$ cat config.mk
export PLATFORM = sky130hd
export DESIGN_NAME = mem_load_align
export DESIGN_NICKNAME = d
export VERILOG_FILES = /design/src/rtl/mem_load_align.sv
export SDC_FILE = /design/constraint.sdc
export NUM_CORES = 1
export LEC_CHECK = 0
export CORE_MARGIN = 4
export CORE_UTILIZATION = 41
export DETAILED_ROUTE_END_ITERATION = 12
export PLACE_DENSITY = 0.65
export SYNTH_ARGS = -nofsm -noshare
export SYNTH_HDL_FRONTEND = slang
export SYNTH_SLANG_ARGS = --single-unit
$ cat constraint.sdc
create_clock -name clk -period 3.3 [get_ports clk]
set_input_delay 0.495 -clock clk [delete_from_list [all_inputs] [get_ports clk]]
set_output_delay 0.495 -clock clk [all_outputs]
set_load 0.02 [all_outputs]
$ cat src/rtl/mem_load_align.sv
// mem_load_align: load-return path that tracks outstanding loads, aligns and extends returned words, and buffers results for writeback
//   clk, rst_n                      clock, asynchronous active-low reset
//   req_valid/req_ready             load issue handshake; req_func3, req_byte_addr, req_rd describe the load
//   mem_rsp_valid, mem_rdata        in-order raw read word from memory (cannot be stalled)
//   wb_valid/wb_ready               writeback handshake; wb_data, wb_rd carry the extended result
//   err                             sticky: response with nothing pending, or illegal funct3
module mem_load_align #(
  parameter int DATA_WIDTH = 32,
  parameter int RD_WIDTH = 5,
  parameter int DEPTH = 2
) (
  input  logic                  clk,
  input  logic                  rst_n,
  input  logic                  req_valid,
  output logic                  req_ready,
  input  logic [2:0]            req_func3,
  input  logic [1:0]            req_byte_addr,
  input  logic [RD_WIDTH-1:0]   req_rd,
  input  logic                  mem_rsp_valid,
  input  logic [DATA_WIDTH-1:0] mem_rdata,
  output logic                  wb_valid,
  input  logic                  wb_ready,
  output logic [DATA_WIDTH-1:0] wb_data,
  output logic [RD_WIDTH-1:0]   wb_rd,
  output logic                  err
);
  localparam int AW = $clog2(DEPTH);
  localparam logic [AW:0] ONE = (AW+1)'(1);
  localparam logic [AW:0] FULL = (AW+1)'(DEPTH);
  logic [AW:0] cnt, mwp, mrp, rwp, rrp;
  logic [2:0] m_f3 [DEPTH];
  logic [1:0] m_off [DEPTH];
  logic [RD_WIDTH-1:0] m_rd [DEPTH];
  logic [RD_WIDTH-1:0] r_rd [DEPTH];
  logic [DATA_WIDTH-1:0] r_data [DEPTH];
  logic acc, hs, rsp_ok, illegal;
  logic [2:0] h_f3;
  logic [1:0] h_off;
  logic [DATA_WIDTH-1:0] sh_b, sh_h, aligned;
  logic [7:0] b;
  logic [15:0] h;
  assign req_ready = cnt < FULL;
  assign acc = req_valid && req_ready;
  assign wb_valid = rwp != rrp;
  assign hs = wb_valid && wb_ready;
  // The meta head is sampled before this cycle's push, so a same-cycle request never pairs with the response
  assign rsp_ok = mem_rsp_valid && (mwp != mrp);
  assign illegal = (req_func3 == 3'b011) || (req_func3[2:1] == 2'b11);
  assign h_f3 = m_f3[mrp[AW-1:0]];
  assign h_off = m_off[mrp[AW-1:0]];
  assign sh_b = mem_rdata >> {h_off, 3'b000};
  // Half-word offsets round down to an even byte, as on the store side
  assign sh_h = mem_rdata >> {h_off[1], 4'b0000};
  assign b = sh_b[7:0];
  assign h = sh_h[15:0];
  // funct3[1] covers LW and every illegal code, all of which return the raw word
  always_comb
    aligned = h_f3[1] ? mem_rdata
            : h_f3[0] ? {{16{h[15] & ~h_f3[2]}}, h}
            : {{24{b[7] & ~h_f3[2]}}, b};
  assign wb_data = wb_valid ? r_data[rrp[AW-1:0]] : '0;
  assign wb_rd = wb_valid ? r_rd[rrp[AW-1:0]] : '0;
  always_ff @(posedge clk or negedge rst_n)
    if (!rst_n) begin
      cnt <= '0;
      mwp <= '0;
      mrp <= '0;
      rwp <= '0;
      rrp <= '0;
      err <= 1'b0;
    end else begin
      cnt <= cnt + (acc ? ONE : '0) - (hs ? ONE : '0);
      if (acc) mwp <= mwp + ONE;
      if (rsp_ok) mrp <= mrp + ONE;
      if (rsp_ok) rwp <= rwp + ONE;
      if (hs) rrp <= rrp + ONE;
      if ((acc && illegal) || (mem_rsp_valid && !rsp_ok)) err <= 1'b1;
    end
  always_ff @(posedge clk) begin
    if (acc) begin
      m_f3[mwp[AW-1:0]] <= req_func3;
      m_off[mwp[AW-1:0]] <= req_byte_addr;
      m_rd[mwp[AW-1:0]] <= req_rd;
    end
    if (rsp_ok) begin
      r_data[rwp[AW-1:0]] <= aligned;
      r_rd[rwp[AW-1:0]] <= m_rd[mrp[AW-1:0]];
    end
  end
endmodule
# [Word level (Yosys, flattened, before mapping)]
# Memory sizes are Yosys's and may differ from the RTL's.
# Index checks and enable logic that the tools add are counted.
[totals] regBits=11 mem_count=5 elab_cells=45 out_inout_bits=40 inputBits=47 ram_bits=94
[memory_table] memory="r_data" words=2 word_bits=32 rd=1 rd_clocked_by_memory_dff=0 wr=1 line="35" source="logic [DATA_WIDTH-1:0] r_data [DEPTH];"
[memory_table] memory="m_rd" words=2 word_bits=5 rd=1 rd_clocked_by_memory_dff=0 wr=1 line="33" source="logic [RD_WIDTH-1:0] m_rd [DEPTH];"
[memory_table] memory="r_rd" words=2 word_bits=5 rd=1 rd_clocked_by_memory_dff=0 wr=1 line="34" source="logic [RD_WIDTH-1:0] r_rd [DEPTH];"
[memory_table] memory="m_f3" words=2 word_bits=3 rd=1 rd_clocked_by_memory_dff=0 wr=1 line="31" source="logic [2:0] m_f3 [DEPTH];"
[memory_table] memory="m_off" words=2 word_bits=2 rd=1 rd_clocked_by_memory_dff=0 wr=1 line="32" source="logic [1:0] m_off [DEPTH];"
[classes] reduce_logical=8 addsub=6 bitwise_logic=3 magnitude_cmp=1 n_eq_ne=4 shifts=2 n_mux=10
[ops] cell="$mux W32" n=3
[ops] cell="$shr A32 B5 Y16" n=1
[ops] cell="$shr A32 B5 Y8" n=1
[ops] cell="$add A2 B1 Y2 const B" n=4
[ops] cell="$mux W1" n=6
[ops] cell="$logic_and A1 B1 Y1" n=5
[ops] cell="$mux W5" n=1
[ops] cell="$ne A2 B2 Y1" n=2
[ops] cell="$eq A3 B2 Y1 const B" n=1
[ops] cell="$add A2 B1 Y2" n=1
[ops] cell="$and A1 B1 Y1" n=2
[ops] cell="$eq A2 B2 Y1 const B" n=1
[ops] cell="$logic_or A1 B1 Y1" n=2
[ops] cell="$lt A2 B2 Y1 const B" n=1
[ops] cell="$sub A2 B1 Y2" n=1
[ops] cell="$logic_not A1 Y1" n=1
[ops] cell="$not A1 Y1" n=1

# [Logic depth before layout (Yosys ltp)]
# Gate-level depths: netlist (run 1).
[depth] depth_word=5 ltp_mapped=9 mapped_depth_nobuf=8

# [Worst setup path after synthesis (run 1)]
# No wires, ideal clock.
[synth_timing] path_kind="reg-to-reg" startpoint="reg mrp[0]" endpoint="mem r_data[0][0] (enable)" path_slack_ns=0.380 setup_time_ns=0.432 stages_incl_launch_ff=7 t_required_ns=2.868 n_path_buf=2 arrival_ns=2.488 cell_sequence="dfrtp_1 > buf_6 > buf_4 > xnor2_1 > nand2_1 > nand2_1 > nor2_1"
[synth_between] elab_chain_cells=4
[synth_rtl] element="start: declaration" line="30" source="logic [AW:0] cnt, mwp, mrp, rwp, rrp;"
[synth_rtl] element="start signal: assignment" line="74" source="if (rsp_ok) mrp <= mrp + ONE;"
[synth_rtl] element="$ne A2 B2 Y1" line="47" source="assign rsp_ok = mem_rsp_valid && (mwp != mrp);"
[synth_rtl] element="$logic_and A1 B1 Y1" line="47"
[synth_rtl] element="$mux W1" line="85" source="if (rsp_ok) begin"
[synth_rtl] element="$mux W1 (implied by the code)" line="86" source="r_data[rwp[AW-1:0]] <= aligned;"
[synth_rtl] element="end: declaration" line="35"
# No other way between the ends.

# [Worst setup path after layout (run 1)]
[layout_timing] startpoint="reg rrp[1]" endpoint="out wb_data[0]"
[layout_between] elab_chain_cells=2
[layout_rtl] element="start: declaration" line="30"
[layout_rtl] element="start signal: assignment" line="76" source="if (hs) rrp <= rrp + ONE;"
[layout_rtl] element="$ne A2 B2 Y1" line="44" source="assign wb_valid = rwp != rrp;"
[layout_rtl] element="$mux W32" line="61" source="assign wb_data = wb_valid ? r_data[rrp[AW-1:0]] : '0;"
[layout_rtl] element="end: declaration" line="23" source="output logic [DATA_WIDTH-1:0] wb_data,"
# No other way between the ends.

==> flow_summary.ini, run 1 <==
[yosys]
ys_ff_latch = 105
yosysWarnings = 0
ys_types = 43
ys_top_cells_by_count = edfxtp_1, nor2_1, mux2i_1
yosys_most_used_dff = edfxtp_1
synth_area_leaders = edfxtp_1, mux2i_1, dfrtp_1, nor2_1, mux2_2
synth_nets = 387
synth_top_area_share_pct = 59.57
synth_area_leader_cell = edfxtp_1
seq_area_frac_synth_pct = 65.38
async_reset_ff_share_pct = 10.48
yosysMostFrequentCell = edfxtp_1
synth_edf_count = 94
synthesis.area_mm2 = 0.004738
postSynthCellCount = 338
avgSynthCellArea_um2 = 14.02

[worst_setup_path]
worstPathArrival_ps = 2030
crit_start = rrp[1]$_DFFE_PN0P_
crit_path_start_kind = flop
critPathCaptureType = output port
ff2ff_path_depth = 5
worstPathRequired_ps = 2800
worstPathMaxFanout = 27
cp_cell_sequence = xor2_1 -> nor2_2 -> buf_4 -> nor2_1 -> clkdlybuf4s50_1
cpPeakStageDelay_ps = 620
crit_type = flop to output port
r2r_start = mrp[0]$_DFFE_PN0P_
crit_slowest_cell = clkdlybuf4s50_1

[power]
leakage_nw = 2.284
ir_drop_mv = 0.6732
p_per_area_mw_per_mm2 = 1115

[finish]
nFillCells = 947
layout-drive-gt1-share_pct = 8.837
stdcell_area_mm2 = 0.006042
synthToLayoutAreaGrowth_pct = 27.52
final_cell_count_no_fill = 570
num_antenna_cells = 0
utilization_pct = 54.54
fin_nets = 475

[route]
ant_nets = 0
wirelength_um = 10080
post_drt_wl_per_cell_um = 17.69
dr.first_iter.drc_count = 133
drtPass1Iterations = 5
vias = 2956
drt-vias-per-instance = 5.186
drt_drc_violations_left = 0

[global_route]
overflow = 0
antenna_found_initial = 0
grt_use_total_pct = 15.25
grt_pass1_vias = 3033
grt_first_pass_wirelength_um = 15590
grt_max_degree = 40

[cts]
post-cts-setup-buffer-count = 0
cts_tree = built
clock_path_buffers = 2
root_buffer = clkbuf_16
numCtsBuffers = 9
cts.clk_slew.worst_paths_ps = 70
htree_levels = 3
insertion_delay_ps = 330
clock_sinks = 105
ctsResizeCount = 0
ctsHoldBuffers = 0

[sta]
period_minus_slack_ps = 2521
fmax_ghz = 0.3967
finalCritPeriodShare_pct = 76.39
worst_pin_slew_ps = 819.8
relSlewSlack_pct = 45.15
clock_skew_ps = 6.548
finalSetupViolCount = 0
fin_setup_tns_ps = 0
slew_viol_final = 0
hold_viol = 0
rsz0062_at_grt = false

[floorplanning]
initial_core_util_pct = 42.77
fp.dieH_um = 115.5
die-area_mm2 = 0.01334
core_area_mm2 = 0.01108
rows = 38
die_w_um = 115.5
ios = 87

[hold_path]
hold_path_class = flop to flop
worst_hold_startpoint = cnt[1]$_DFF_PN0_
holdPathStages = 1

[placed_design]
place.detailed.hpwl_um = 7228
placedInstanceArea_mm2 = 0.005764
placed_cells = 555
place.gp.congestion = 0.7488
numPortBuffers = 86

[run]
maxCapViolCount = 0

[outcome]
status = finished, final reports clean
critical path, delay by kind of cell, from the launching register on:
| family | cells | cell delay [ps] |
|---|---|---|
| buffers and inverters | 2 | 840 |
| flip-flops | 1 | 400 |
| XOR/XNOR | 1 | 230 |
| AND/OR/NAND/NOR | 2 | 220 |
sequential cells by signal, indices dropped and copies added (netlist names):
signal  count
mrp         2
m_f3        6
mwp         2
r_rd       10
m_off       4
m_rd       10
err         1
rwp         2
rrp         2
r_data     64
cnt         2
report_power, final:
part           switching [W]  internal [W]
clock network       0.000431      0.000579
registers           0.000170       0.00210
logic                0.00194       0.00152
total                0.00254       0.00420
final timing paths:
check,endpoint,slack (ps)
min reg2reg,cnt[1]$_DFF_PN0_,480
min in group asynchronous,cnt[0]$_DFF_PN0_,490
min,cnt[1]$_DFF_PN0_,480
max in group asynchronous,rrp[0]$_DFFE_PN0P_,2450
max reg2reg,r_data[0][10]$_DFFE_PP_,870
max,wb_data[0],780
cells in the final DEF (no fill, tap or decap), drive strengths merged, types with 2 or more instances in the layout:
cell type / synthesis / final
edfxtp: 94 / 94
nand2b: 4 / 4
nor3b: 3 / 3
a22oi: 7 / 7
ha: 2 / 2
xor2: 5 / 5
nand2: 17 / 17
buf: 8 / 7
clkbuf: 8 / 11
mux2i: 43 / 43
mux2: 13 / 13
a221o: 7 / 7
clkinv: 0 / 2
nor2: 45 / 45
nor2b: 3 / 3
inv: 6 / 6
o21ai: 9 / 9
dfrtp: 11 / 11
clkdlybuf4s50: 0 / 86
xnor2: 9 / 9
nor3: 10 / 10
a21o: 16 / 16
o221ai: 3 / 3
o22ai: 2 / 2
metal layers:
layer / routed length, um / share of wire [%] / global-route usage (%) / up-vias
met5: 0 / 0 / 0 / -
met4: 105 / 1.0 / 4.460 / 0
met3: 645 / 6.4 / 3.342 / 10
met2: 4784 / 47 / 25.08 / 89
met1: 4546 / 45 / 20.47 / 1415
li1: - / - / - / 1442
per-stage QoR:
step                hold slack (ps)  setup WS [ps]  total power (W)
global placement              463.4          930.2         0.005744
CTS                           486.0          743.9         0.006837
detailed placement            468.4          883.7         0.005813
global route                  490.9          615.5         0.007141
floorplan                     199.4          379.9         0.004403
finish                        484.9          779.1         0.006737
logic make-up after synthesis:
group                      after synthesis  share of synthesized area (%)
buffers and inverters                   22                          2.297
adders and majority gates                2                         0.5280
and+or+nand+nor                         87                          8.107
xor gates and xnor gates                14                          2.588
muxes                                   56                          12.52
DFF                                    105                          65.38
AOI/OAI and AO/OA                       52                          8.582
layout make-up:
type	instances	area [um^2]	share of cell area, %
clock inverters	4	45.04	0.7455
clock buffers	11	232.7	3.852
flip-flops and latches	105	3099	51.29
multi-input cells	211	1541	25.51
repair buffers	93	925.9	15.32
well taps	140	175.2	2.899
inverters	6	22.52	0.3727
Power figures use the tool's default switching activity.
==> run 2: changes to the inputs <==
- PLACE_DENSITY: 0.65 -> 0.68
- clock period: 3.3 -> 2.1 ns (I/O delays scaled with it)
==> flow_summary.ini, run 2 (synthesized netlist as in run 1, its figures left out) <==
[finish]
fin_nets = 487
nFillCells = 953
largest_reg_flops = 64
synthToLayoutAreaGrowth_pct = 30.26
layout-drive-gt1-share_pct = 16.74
final_cell_count_no_fill = 582
final_common_cell = edfxtp_1
layout_common_cells = edfxtp_1, clkdlybuf4s50_1, nor2_1
num_antenna_cells = 0

[global_route]
overflow = 0
grt_use_met3_pct = 4.178
grt_pass1_vias = 3163
grt_use_total_pct = 15.86
grt_max_degree = 40
grt_first_pass_wirelength_um = 16280
use_met2_pct = 25.81
grtUsageMet1_pct = 21.20
gr-max-usage-layer = met2
antenna_found_initial = 0

[sta]
finalSetupViolCount = 0
fin_setup_tns_ps = 0
slew_viol_final = 0
finalCritPeriodShare_pct = 96.39
rsz0062_at_grt = true
period_minus_slack_ps = 2024
fmax_ghz = 0.4940
worst_pin_slew_ps = 532.4
relSlewSlack_pct = 64.50
clock_skew_ps = 4.834
hold_viol = 0

[worst_setup_path]
cpLargestDelayFamily = buffers and inverters
cpPeakStageDelay_ps = 400
critPathCaptureType = output port
cp_num_buf_inv = 2
worstPathMaxFanout = 38
worstPathRequired_ps = 1780
crit_path_start_kind = flop
crit_slowest_cell = dfrtp_1
crit_type = flop to output port
ff2ff_path_depth = 4
cp_num_cells = 5
worstPathArrival_ps = 1710
cp_cell_sequence = xor2_1 -> nor2_2 -> buf_12 -> nor2_1 -> clkdlybuf4s15_1

[placed_design]
place.detailed.hpwl_um = 7435
placed_cells = 567
numPortBuffers = 86
place.gp.congestion = 0.8150

[floorplanning]
ios = 87
die-area_mm2 = 0.01334
fp.dieH_um = 115.5
initial_core_util_pct = 42.77
core_area_mm2 = 0.01108
rows = 38
die_w_um = 115.5

[cts]
clock_sinks = 105
cts_tree = built
clock_path_buffers = 2
insertion_delay_ps = 340
numCtsBuffers = 9
post-cts-setup-buffer-count = 0
root_buffer = clkbuf_16
htree_levels = 3
cts.clk_slew.worst_paths_ps = 60
ctsHoldBuffers = 0

[outcome]
status = finished, final reports clean

[route]
vias = 3036
drtPass1Iterations = 4
dr.first_iter.drc_count = 161
ant_nets = 0
drt-vias-per-instance = 5.216
post_drt_wl_per_cell_um = 17.79
wirelength_um = 10350
drt_drc_violations_left = 0

[power]
ir_drop_mv = 0.9159
leakage_nw = 2.415
p_per_area_mw_per_mm2 = 1728
p_total_w = 0.01067

[run]
maxCapViolCount = 0

[hold_path]
hold_path_class = input port to asynchronous set/reset pin
==> run 2: what timing repair did <==
item                       CTS  global route
pin swaps                    0             0
setup endpoints to repair   38            38
gates resized for setup     38            57
gates cloned                 0             0
==> run 2: per-layer routing <==
metal	up-vias	wire [um]
met1	1443	4683
met4	0	91
li1	1473	-
met5	-	0
met2	112	4812
met3	8	767
==> run 2: cell type report <==
| cell class | instances | area, um^2 | area share [%] |
|---|---|---|---|
| Clock inverter | 6 | 107.6 | 1.743 |
| Sequential cell | 105 | 3100 | 50.23 |
| Inverter | 6 | 26.28 | 0.4257 |
| Clock buffer | 9 | 225.2 | 3.649 |
| Tap cell | 140 | 175.2 | 2.838 |
| Timing Repair Buffer | 105 | 988.4 | 16.01 |
| Multi-Input combinational cell | 211 | 1549 | 25.10 |
==> run 2: worst paths after layout <==
| kind | startpoint | end | slack [ps] |
|---|---|---|---|
| setup / recovery | rrp[1]$_DFFE_PN0P_ | wb_data[4] | 80 |
| hold / removal | rst_n | cnt[0]$_DFF_PN0_ | 320 |
| setup reg to reg | mrp[0]$_DFFE_PN0P_ | r_data[0][0]$_DFFE_PP_ | 90 |
| hold reg to reg | cnt[0]$_DFF_PN0_ | cnt[0]$_DFF_PN0_ | 480 |
| max in group asynchronous | rst_n | rrp[0]$_DFFE_PN0P_ | 1410 |
| min in group clk | cnt[0]$_DFF_PN0_ | cnt[0]$_DFF_PN0_ | 480 |
==> run 2: through the flow <==
stage,setup WS [ps],area [um^2],utilization (%),hold WS [ps]
finish,75.86,6172,55.71,316.1
global route,-33.25,6172,55.71,352.5
CTS,22.19,6213,56.09,324.4
detailed placement,97.15,5928,53.51,475.4
global placement,133.1,5928,53.51,463.6
floorplan,23.35,4757,-,19.41
==> run 2: power by group <==
group / switching (W) / internal (W) / total (W)
logic: 0.00314 / 0.00213 / 0.00527
clock network: 0.000699 / 0.00115 / 0.00185
registers: 0.000254 / 0.00329 / 0.00354
==> run 3: changes to the inputs <==
- CORE_MARGIN: 4 -> 3
- GPL_ROUTABILITY_DRIVEN: not set -> 0
- TNS_END_PERCENT: not set -> 10
==> flow_summary.ini, run 3 (synthesized netlist as in run 1, its figures left out) <==
[outcome]
status = finished, final reports clean

[finish]
num_antenna_cells = 0
layout_common_cells = edfxtp_1, clkdlybuf4s50_1, nor2_1
fin_nets = 486
final_common_cell = edfxtp_1
synthToLayoutAreaGrowth_pct = 26.96
layout-drive-gt1-share_pct = 20.36
largest_reg_flops = 64
stdcell_area_mm2 = 0.006016
utilization_pct = 54.30

[worst_setup_path]
worstPathArrival_ps = 1750
cpPeakStageDelay_ps = 440
worstPathMaxFanout = 38
worstPathRequired_ps = 1780
crit_type = flop to output port
crit_slowest_cell = dfrtp_2
critPathCaptureType = output port
cp_cell_sequence = xor2_1 -> nor2_2 -> buf_12 -> nor2_1 -> dlygate4sd2_1
crit_path_start_kind = flop

[route]
drtPass1Iterations = 4
vias = 3025
post_drt_wl_per_cell_um = 17.15
ant_nets = 0
drt_drc_violations_left = 0
drt-vias-per-instance = 5.198
wirelength_um = 9980
dr.first_iter.drc_count = 138

[cts]
cts.clk_slew.worst_paths_ps = 70
clock_path_buffers = 2
cts_tree = built
htree_levels = 3
clock_sinks = 105
numCtsBuffers = 9
insertion_delay_ps = 340
root_buffer = clkbuf_16

[floorplanning]
die_w_um = 113.5
rows = 38
core_area_mm2 = 0.01108
ios = 87
initial_core_util_pct = 42.77
die-area_mm2 = 0.01288
fp.dieH_um = 113.5

[power]
internal_power_w = 0.006140
p_seq_share_pct = 34.9
power_switching_share_pct = 39.75
p_per_area_mw_per_mm2 = 1694
ir_drop_mv = 1.008
power_frac_comb_pct = 49.3
leakage_nw = 2.375
power_frac_clock_pct = 15.8
p_sw_w = 0.004051

[sta]
worst_pin_slew_ps = 540.9
slew_viol_final = 0
clock_skew_ps = 5.079
fmax_ghz = 0.4848
period_minus_slack_ps = 2063
rsz0062_at_grt = true
finalSetupViolCount = 0
fin_setup_tns_ps = 0
relSlewSlack_pct = 63.70
finalCritPeriodShare_pct = 98.22
hold_viol = 0
timing.hold.ws_ps = 309.6

[hold_path]
hold_path_class = input port to asynchronous set/reset pin

[global_route]
use_met2_pct = 25.72
grt_max_degree = 39
overflow = 0
grtUsageMet1_pct = 21.39
gr-max-usage-layer = met2
grt_pass1_vias = 3150
antenna_found_initial = 0
grt_use_met3_pct = 3.501
grt_use_total_pct = 15.86
grt_first_pass_wirelength_um = 15950

[run]
maxCapViolCount = 0

[placed_design]
place.detailed.hpwl_um = 6924
numPortBuffers = 86
placedInstanceArea_mm2 = 0.005893
[run 3: cell types whose count changed in the layout (fill, tap and decap cells not counted), sizes merged]
cell and delta:
dlygate4sd2 +1, clkbuf +20, clkinv +1, clkinvlp +1, clkdlybuf4s15 -20, buf -1
bufinv -2
[run 3: final timing paths]
kind | start | endpoint | slack, ps | cells after the start
worst max register to register | mrp[0]$_DFFE_PN0P_ | r_data[0][5]$_DFFE_PP_ | 80 | 4
min in group clk | cnt[0]$_DFF_PN0_ | cnt[0]$_DFF_PN0_ | 480 | 1
max in group asynchronous | rst_n | mrp[0]$_DFFE_PN0P_ | 1420 | 1
worst min-delay path | rst_n | err$_DFFE_PN0P_ | 310 | 1
worst min register to register | cnt[0]$_DFF_PN0_ | cnt[0]$_DFF_PN0_ | 480 | 1
worst max-delay path | rrp[0]$_DFFE_PN0P_ | wb_data[9] | 40 | 5
[run 3: metal layers]
layer	up-vias	wire [um]
met5	-	0
met3	20	729
met2	115	4655
li1	1463	-
met1	1427	4427
met4	0	169
[run 3: metrics by stage]
| step | instances | setup slack (ps) | total power [W] |
|---|---|---|---|
| final | 582 | 37.38 | 0.01019 |
| after global routing | 582 | -70.94 | 0.01084 |
| after floorplan | 338 | -9.058 | 0.006927 |
| after global placement | 565 | 100.4 | 0.009233 |
| after CTS | 581 | 2.473 | 0.01044 |
| after detailed placement | 565 | 63.46 | 0.009336 |
[run 3: cell type report]
| class | instances | area (um^2) |
|---|---|---|
| Clock buffer | 10 | 229.0 |
| Sequential cell | 105 | 3100 |
| Clock inverter | 6 | 58.81 |
| Fill cell | 942 | 5062 |
| Inverter | 6 | 26.28 |
| Timing Repair Buffer | 104 | 884.6 |
| Multi-Input combinational cell | 211 | 1541 |
| Tap cell | 140 | 175.2 |
[run 3: timing repair]
action,in CTS,in global routing
setup endpoints to repair,38,80
buffers inserted,0,1
pin swaps,0,1
hold endpoints to repair,0,0
resized for setup,38,75
hold buffers,0,0
[run 3: critical path: cells and delay by family, from the launching register on]
family / cells / cell delay, ps
xor+xnor: 1 / 180
buf+inv: 2 / 550
flops: 1 / 440
simple gates: 2 / 240
[run 3: power by group through the flow]
stage | clock [W] | combinational [W] | sequential, W
after global placement | 0 | 0.00566 | 0.00357
after CTS | 0.00164 | 0.00524 | 0.00356
after global routing | 0.00171 | 0.00549 | 0.00364
final | 0.00161 | 0.00502 | 0.00356
after floorplan | 0 | 0.00342 | 0.00351
after detailed placement | 0 | 0.00573 | 0.00360
==> RTL change (settings of run 3) <==
Make the reset (`rst_n`) synchronous in one clocked block. Comments in the files are not updated.
--- a/src/rtl/mem_load_align.sv
+++ b/src/rtl/mem_load_align.sv
@@ -61,5 +61,5 @@
   assign wb_data = wb_valid ? r_data[rrp[AW-1:0]] : '0;
   assign wb_rd = wb_valid ? r_rd[rrp[AW-1:0]] : '0;
-  always_ff @(posedge clk or negedge rst_n)
+  always_ff @(posedge clk)
     if (!rst_n) begin
       cnt <= '0;
Function: differs if rst_n is asserted again (counterexample within 4 cycles, from zero or initial values and one cycle with rst_n low); with rst_n held inactive, the same outputs for 10 cycles.
==> RTL change against run 3 <==
Routed wire length up 0.81%; total power shrank 21%; final area increased by 3.8%; sequential cell count up 2; worst setup slack gained 0.039 ns; area after synthesis is 2.0% higher; sequential power decreased by 15%; clock skew up 0.0018 ns; clock power up 3%; critical path type is now flop to flop; largest power group unchanged; highest routed layer unchanged.
==> RTL change: results (changes against run 3) <==
Outcome: finished, final reports clean
1st-iter DRT viols: 150 (+8.7%)
Ranking of synthesized cells by area: edfxtp_1, mux2i_1, dfxtp_1
Peak supply drop: 569 uV (-44%)
Max reg flops: 64 (unchanged)
Worst-skew pair later-pin latency: 0.34 ns (about the same)
Vias per cell: 5.15 (-0.83%)
Max incr delay on CP: 0.53 ns (+0.09 ns)
GRT Overall Usage: 15.7% (-0.12 points)
DP HPWL: 7160 um (+3.4%)
Most frequent cells after synthesis: edfxtp_1, nor2_1, mux2i_1, a21o_1, nand2_1
Final WL: 10100 um (+0.81%)
Hold crit path type: flop to flop
Comb pwr: 3310 uW (-34%)
Max Root-Sink Buffers: 2 (unchanged)
Clock transition at path regs: 0.07 ns (about the same)
Seq/Total Area, Yosys: 63.8% (-1.6 points)
Crit Path Max Fanout: 23 (-39%)
Vias in the first global route: 3074 (-2.4%)
Layout cells sized above 1: 11.7% (-8.7 points)
Unique cell type count in the Yosys netlist: 48 (+12%)
YS warnings: 0 (unchanged)
TritonRoute pass-1 iters: 5 (+1)
Sw Pwr: 2780 uW (-31%)
Clk_skew: 0.00689 ns (+0.00181 ns)
H-tree depth reported by CTS: 3 (unchanged)
Crit-path slowest cell: or3b_2
Initial antenna violation count: 0 (unchanged)
Place WS: 0.0881 ns (+0.0246 ns)
Arr. time, crit path: 2.11 ns (+0.36 ns)
First-pass GRT wire length: 16000 um (+0.52%)
# fillers: 965 (+2.4%)
Async SR Flop Fraction: 0% (-10 points)
Largest net degree at the start of global routing: 39 (unchanged)
Post-synthesis net count: 400 (+3.4%)
Rel. slew slack: 63.0% (-0.65 points)
Lkg Pwr: 0.00230 uW (-2.9%)
Seq pwr: 3040 uW (-15%)
Post-synth EDFFs: 94 (unchanged)
Nets: 497 (+2.3%)
## RTL change: per-stage QoR
step,utilization [%],cell area [um^2],instances,power [uW]
4_1_cts,54.3,6230,595,8050
2_1_floorplan,-,4840,351,5220
3_3_place_gp,52.1,5970,579,6580
6_report,54.5,6240,596,8010
3_5_place_dp,52.1,5970,579,6660
5_1_grt,54.5,6240,596,8470
## RTL change: path summary, 6_finish.rpt
| path | startpoint | endpoint | slack [ns] | depth (start not counted) |
|---|---|---|---|---|
| max reg2reg | flop | r_data[0][0] | 0.08 | 4 |
| min | err | err | 0.49 | 1 |
| min reg2reg | err | err | 0.49 | 1 |
| max | flop | r_data[0][0] | 0.08 | 4 |
## RTL change: per-layer routing
metal / up-vias / global-route usage (%) / part of all wire, %
li1: 1505 / - / -
met1: 1466 / 20.6 / 44
met2: 90 / 26.0 / 49
met3: 11 / 3.28 / 5.7
met4: 0 / 5.62 / 1.4
met5: - / 0 / 0
## RTL change: what timing repair did
action / 4_1_cts / 5_1_grt
setup endpoints to repair: 38 / 50
gates resized for setup: 39 / 22
buffers inserted: 0 / 1
## RTL change: cell type report
cell class / instances / area share [%]
clock buffers: 11 / 3.73
repair buffers: 101 / 16.0
well taps: 143 / 2.87
inverters: 6 / 0.361
clock inverters: 5 / 1.00
flip-flops and latches: 107 / 49.4
multi-input cells: 223 / 26.7
## RTL change: worst max-delay path: cells and delay by family (launching register included)
kind            cells  cell delay, ns
compound gates      2            0.69
simple gates        1            0.53
buf+inv             1            0.18
flops               1            0.37
## RTL change: logic make-up after synthesis
group                      Yosys count  share of synthesized area [%]
DFF                                107                           63.8
and+or+nand+nor                     97                           9.47
muxes                               57                           12.7
AOI/OAI and AO/OA                   56                           9.27
buffers and inverters               21                           2.28
xor gates and xnor gates            11                           1.99
adders and majority gates            2                          0.518
